## src/rtl/spi_master_datapath.sv

```systemverilog
// Datapath for the SPI master FSM: host handshake, sclk divider with half-period strobes,
// serializer and inter-frame gap timer. Define SPI_LSB_FIRST_EN to shift LSB first.
module spi_master_datapath #(
  parameter int DATA_W      = 8,
  parameter int HALF_PERIOD = 4,
  parameter int WAIT_CYCLES = 2
) (
  input  logic              clock,
  input  logic              reset_n,
  input  logic [DATA_W-1:0] tx_data,
  input  logic              tx_valid,
  output logic              tx_ready,
  input  logic              inc_bit,
  input  logic              idle,
  input  logic              count,
  output logic              bit_in,
  output logic              sclk_in,
  output logic              start,
  output logic              low_t,
  output logic              high_t,
  output logic              last_bit,
  output logic              done
);

  localparam int BIT_W = $clog2(DATA_W + 1);
  localparam int DIV_W = $clog2(HALF_PERIOD + 1);
  localparam int GAP_W = $clog2(WAIT_CYCLES + 1);

  localparam logic [BIT_W-1:0] BIT_FULL = BIT_W'(DATA_W);
  localparam logic [BIT_W-1:0] BIT_LAST = BIT_W'(DATA_W - 1);
  localparam logic [DIV_W-1:0] DIV_LAST = DIV_W'(HALF_PERIOD - 1);
  localparam logic [GAP_W-1:0] GAP_LAST = GAP_W'(WAIT_CYCLES - 1);

  logic [DATA_W-1:0] shreg_q, shreg_d;
  logic [BIT_W-1:0]  bit_cnt_q, bit_cnt_d;
  logic [DIV_W-1:0]  div_cnt_q, div_cnt_d;
  logic [GAP_W-1:0]  gap_cnt_q, gap_cnt_d;
  logic              sclk_q, sclk_d;
  logic              start_q, start_d;
  logic              accept;
  logic              tc;

  assign tx_ready = idle && !start_q;
  assign accept   = tx_valid && tx_ready;
  assign tc       = !idle && (div_cnt_q == DIV_LAST);

  always_comb begin
    // NOTE: every signal written here gets a default first, so no path can infer a latch.
    start_d   = start_q;
    shreg_d   = shreg_q;
    bit_cnt_d = bit_cnt_q;
    if (accept) begin
      start_d   = 1'b1;
      shreg_d   = tx_data;
      bit_cnt_d = '0;
    end else begin
      // The request is held until the FSM is seen to have left IDLE.
      if (!idle) start_d = 1'b0;
      if (inc_bit) begin
`ifdef SPI_LSB_FIRST_EN
        shreg_d = shreg_q >> 1;
`else
        shreg_d = shreg_q << 1;
`endif
        if (bit_cnt_q != BIT_FULL) bit_cnt_d = bit_cnt_q + 1'b1;
      end
    end
  end

  always_comb begin
    div_cnt_d = '0;
    sclk_d    = 1'b0;
    if (!idle) begin
      if (tc) begin
        div_cnt_d = '0;
        sclk_d    = !sclk_q;
      end else begin
        div_cnt_d = div_cnt_q + 1'b1;
        sclk_d    = sclk_q;
      end
    end
  end

  always_comb begin
    gap_cnt_d = '0;
    // Saturate on the terminal value so done stays high while count is held.
    if (count) gap_cnt_d = (gap_cnt_q == GAP_LAST) ? gap_cnt_q : gap_cnt_q + 1'b1;
  end

  // NOTE: state registers update with non-blocking assignments only, so every flop samples
  // pre-edge values regardless of process order.
  always_ff @(posedge clock or negedge reset_n) begin
    if (!reset_n) begin
      // NOTE: the shift register is reset too, so bit_in reads a defined 0 before the first word.
      shreg_q   <= '0;
      bit_cnt_q <= '0;
      div_cnt_q <= '0;
      gap_cnt_q <= '0;
      sclk_q    <= 1'b0;
      start_q   <= 1'b0;
    end else begin
      shreg_q   <= shreg_d;
      bit_cnt_q <= bit_cnt_d;
      div_cnt_q <= div_cnt_d;
      gap_cnt_q <= gap_cnt_d;
      sclk_q    <= sclk_d;
      start_q   <= start_d;
    end
  end

`ifdef SPI_LSB_FIRST_EN
  assign bit_in = shreg_q[0];
`else
  assign bit_in = shreg_q[DATA_W-1];
`endif

  assign sclk_in  = sclk_q;
  assign start    = start_q;
  assign low_t    = tc && !sclk_q;
  assign high_t   = tc && sclk_q;
  assign last_bit = (bit_cnt_q == BIT_LAST);
  assign done     = count && (gap_cnt_q == GAP_LAST);

endmodule

```

## config.mk

```make
export PLATFORM = sky130hd
export DESIGN_NAME = spi_master_datapath
export DESIGN_NICKNAME = d
export VERILOG_FILES = /design/src/rtl/spi_master_datapath.sv
export SDC_FILE = /design/constraint.sdc
export NUM_CORES = 1
export LEC_CHECK = 0
export CORE_MARGIN = 1.5
export CORE_UTILIZATION = 48
export CTS_CLUSTER_DIAMETER = 120
export DETAILED_ROUTE_END_ITERATION = 8
export PLACE_DENSITY = 0.84
export SETUP_SLACK_MARGIN = 0.1
export SYNTH_ARGS = -nofsm -noshare
export SYNTH_HDL_FRONTEND = slang
export SYNTH_SLANG_ARGS = --single-unit
```

## constraint.sdc

```tcl
create_clock -name clock -period 1.3 [get_ports clock]
set_input_delay 0.26 -clock clock [delete_from_list [all_inputs] [get_ports clock]]
set_output_delay 0.26 -clock clock [all_outputs]
set_load 0.05 [all_outputs]
```

After elaboration in Yosys (flattened, before gate mapping)

Index checks and enable logic that the tools add are counted.

Bits in registers: 19
Word-level logic and storage cells: 41
Input port bits: 14
Output and inout port bits: 8

Muxes and demuxes: 13
Equality and inequality tests: 6
Reductions and logical operators: 13
$add $sub $neg: 3

Operators with widths:

| operator                                               | count |
|---|---|
| 2-to-1 mux 8 bit                                       | 2 |
| 2-to-1 mux 4 bit                                       | 3 |
| logical AND 1 bit                                      | 6 |
| 2-to-1 mux 3 bit                                       | 2 |
| nonzero test 2 bit                                     | 3 |
| adder 4 x 1 -> 4 bit (second input constant)           | 1 |
| equality test 4 x 3 -> 1 bit (second input constant)   | 1 |
| 2-to-1 mux 1 bit                                       | 4 |
| 2-to-1 mux 2 bit                                       | 2 |
| inequality test 4 bit (second input constant)          | 1 |
| adder 3 x 1 -> 3 bit (second input constant)           | 1 |
| equality test 3 x 2 -> 1 bit (second input constant)   | 1 |
| logical NOT 1 bit                                      | 3 |
| adder 2 x 1 -> 2 bit (second input constant)           | 1 |
| equality test 2 x 1 -> 1 bit (second input constant)   | 1 |
| inequality test 2 x 1 -> 1 bit (second input constant) | 1 |
| inequality test 2 bit (second input constant)          | 1 |
| AND reduction 2 bit                                    | 1 |

Logic depth before layout (Yosys ltp)

Depth after elaboration: 5
Mapped depth: 5
Depth with buffers taken out: 5

Worst setup path before layout

No wires, ideal clock.

Path type: flip-flop to output port
Start point: register div_cnt_q[0]
End point: output port low_t
Data required time: 1040 ps
Path slack: -782 ps
Data arrival time: 1822 ps
Stages on the path, launching flop included: 4
Path buffers: 0
Cell sequence: dfrtp_1 ha_1 and2b_1 nor3b_1

Cells in the longest elaborated chain, start to end: 3

RTL lines:

| item                         | RTL line | text |
|---|---|---|
| start, declared              | 36       | `logic [DIV_W-1:0] div_cnt_q, div_cnt_d;` |
| start signal, assigned       | 104      | `div_cnt_q <= div_cnt_d;` |
| equality test 3 x 2 -> 1 bit | 45       | `assign tc = !idle && (div_cnt_q == DIV_LAST);` |
| logical AND 1 bit            | 45       |  |
| logical AND 1 bit            | 119      | `assign low_t = tc && !sclk_q;` |
| end, declared                | 19       | `output logic low_t,` |

Every way passes these cells.

Final worst setup path

Start point: register div_cnt_q[1]
End point: output port high_t

Cells in the longest elaborated chain, start to end: 3

RTL lines:

| item                         | RTL line | text |
|---|---|---|
| equality test 3 x 2 -> 1 bit | 45       |  |
| logical AND 1 bit            | 45       |  |
| logical AND 1 bit            | 120      | `assign high_t = tc && sclk_q;` |
| end, declared                | 20       | `output logic high_t,` |

Every way passes these cells.

==> flow_metrics.py <==
metrics = {
    "outcome": {
        "status": "complete, but fails checks",
        "violations": "negative setup slack",
    },
    "yosys": {
        "syn_area_um2": 951,
        "synthFlopType": "dfrtp_1",
        "synth-seq-area-share_pct": 50.0,
        "synth_edf_count": 0,
        "synth-warning-count": 0,
        "syn_inst": 88,
        "synthArstFlopShare_pct": 100,
        "ys_ff_latch": 19,
        "syn_area_per_cell_um2": 10.8,
        "ys_types": 26,
        "synth_nets": 106,
    },
    "clocking": {
        "clockBufferDepth": 2,
        "cts_buffers": 3,
        "clkTransAtPathRegs_ps": 130,
        "cts_root_buf": "clkbuf_4",
        "htree_levels": 1,
        "clock_latency_ps": 330,
        "cts.sinks": 19,
        "cts_tree": "yes",
    },
    "grt": {
        "antenna_found_initial": 0,
        "grt_max_degree": 20,
        "grt.total_usage_pct": 24.8,
        "grt-ovfl-total": 0,
        "grt_pass1_vias": 855,
        "grt_pass1_wl_um": 3770,
    },
    "layout": {
        "n_antenna_cell": 0,
        "final_common_cell": "dfrtp_1",
        "area_growth_pct": 74.7,
        "final_layout_size_suffix_gt1_share_pct": 54.2,
        "final_cell_mix": "17 x dfrtp_1, 16 x buf_4, 12 x clkdlybuf4s50_1, 10 x buf_12",
        "layout.nets": 150,
        "fillers": 62,
    },
    "floorplanning": {
        "die_height_um": 47.5,
        "die_area_um2": 2260,
        "ios": 22,
        "dieWidth_um": 47.5,
        "initial_core_util_pct": 52.8,
        "core_area_um2": 1800,
        "rows": 15,
    },
    "critical_path": {
        "cp-startpoint": "div_cnt_q[1]$_DFF_PN0_",
        "r2r_start": "bit_cnt_q[1]$_DFFE_PN0P_",
        "end_kind": "output pin",
        "arrival_ps": 1520,
        "reg2reg_depth": 6,
        "required_ps": 1040,
        "cp-start-kind": "flip-flop",
        "crit_fanout": 3,
        "criticalPathCategory": "reg2out",
    },
    "placed_design": {
        "gp_congestion": 0.733,
        "place_hpwl_um": 1420,
        "port_buffers": 21,
        "pre_cts_ws_ps": -273,
    },
    "pwr": {
        "p_leak_nw": 0.739,
        "p_seq_share_pct": 38.1,
        "switching_share_pct": 38.5,
        "power_frac_clock_pct": 14.8,
        "p_int_w": 0.00138,
        "p_per_area_nw_per_um2": 1350,
        "switchingPower_w": 0.000864,
        "ir_drop_v": 0.00100,
        "p_comb_share_pct": 47.1,
    },
    "job": {
        "drv_cap": 0,
    },
    "drt": {
        "drt.antenna.violating_nets": 0,
        "vias": 897,
        "viasPerCell": 5.75,
        "finalWirelength_um": 3360,
        "first_iter_violations": 30,
        "drt_pass1_iterations": 4,
        "detail_route.wl_per_cell_um": 21.6,
        "drc": 0,
    },
    "timing": {
        "timing.final.crit_share_pct": 137,
        "hold_violations": 0,
        "period_needed_ps": 1780,
        "rsz0062_at_grt": "yes",
        "setup_slack_ps": -475,
        "final-max-slew-violation-count": 0,
        "fin_skew_ps": 14.8,
        "worstMarginPinSlew_ps": 307,
        "clock.fmax_mhz": 563,
        "finalSetupViolCount": 10,
        "max-slew-margin-rel_pct": 79.5,
        "hold_ws_ps": 290,
    },
    "worst_hold_path": {
        "min_path_type": "in2async",
    },
}
-- timing repair --
item / in CTS / in global routing
hold buffers: 0 / 0
setup endpoints to repair: 9 / 20
gates resized for setup: 9 / 33
buffers inserted: 9 / 5
pin swaps: 6 / 5
gates cloned: 0 / 1
-- sequential cells by signal (all words and copies together), names as in the netlist --
signal,flops
shreg_q,8
bit_cnt_q,4
div_cnt_q,3
gap_cnt_q,2
sclk_in,1
start,1
-- metrics by stage --
stage               std cells  area [um2]  utilization (%)  power, W  setup TNS (ps)
floorplan                  88         993                -   0.00126            -139
global placement          140        1370             75.8   0.00150           -2140
detailed placement        140        1370             75.8   0.00154           -2950
CTS                       153        1500             83.1   0.00197           -1130
global route              156        1660             92.2   0.00238           -2640
finish                    156        1660             92.2   0.00224           -1780
-- final timing paths --
check | end | slack [ps]
min | div_cnt_q[1]$_DFF_PN0_ | 290
max in group asynchronous | sclk_in$_DFFE_PN0P_ | 770
max reg2reg | bit_cnt_q[1]$_DFFE_PN0P_ | -120
min reg2reg | div_cnt_q[0]$_DFF_PN0_ | 580
min in group clock | shreg_q[0]$_DFFE_PN0P_ | 510
max | high_t | -480
-- metal layers --
| layer | GRT usage, % | vias up | routed length [um] |
|---|---|---|---|
| met5 | 0 | - | 0 |
| met3 | 4.91 | 16 | 173 |
| li1 | - | 385 | - |
| met4 | 10.6 | 0 | 158 |
| met1 | 28.6 | 454 | 1280 |
| met2 | 44.3 | 42 | 1750 |
-- critical path, stage by stage (launching register included) --
cell and delay [ps]:
dfrtp_1 400, ha_2 210, and2b_2 210, and3b_2 220, buf_12 150
-- cells in the mapped netlist (all sizes together) (2+ instances only) --
library cell / n / area, um2
buf: 4 / 37.5
nand2: 5 / 18.8
o31ai: 2 / 25.0
nor2b: 2 / 12.5
and3b: 2 / 21.3
nor3b: 2 / 15.0
and2: 3 / 18.8
o211ai: 2 / 15.0
dfrtp: 19 / 475
inv: 5 / 18.8
a21oi: 10 / 50.1
mux2i: 8 / 80.1
o21ai: 2 / 10.0
xnor2: 2 / 17.5
nor2: 9 / 33.8
ha: 4 / 50.1
-- logic make-up after synthesis --
logic type               synth area share (%)
adder cells (fa/ha/maj)                  5.26
XOR/XNOR                                 2.76
AO/OA/AOI/OAI                            11.3
AND/OR/NAND/NOR                          16.3
multiplexers                             8.42
buffers and inverters                    5.92
flip-flops                               50.0
-- final cells by class --
class | instances | area, um2 | area share, %
multi-input cells | 60 | 596 | 35.8
repair buffers | 43 | 508 | 30.6
flip-flops and latches | 19 | 478 | 28.8
well taps | 25 | 31.3 | 1.88
clock buffers | 3 | 22.5 | 1.36
inverters | 5 | 21.3 | 1.28
clock inverters | 1 | 5.00 | 0.301
-- power groups by stage --
stage                     sequential, W  combinational [W]  clock, W
after floorplan                0.000861           0.000402         0
after global placement         0.000840           0.000663         0
after detailed placement       0.000857           0.000687         0
after CTS                      0.000831           0.000825  0.000311
after global routing           0.000873            0.00115  0.000353
final                          0.000854            0.00106  0.000331
No activity file was read; power rests on OpenSTA's default activity.
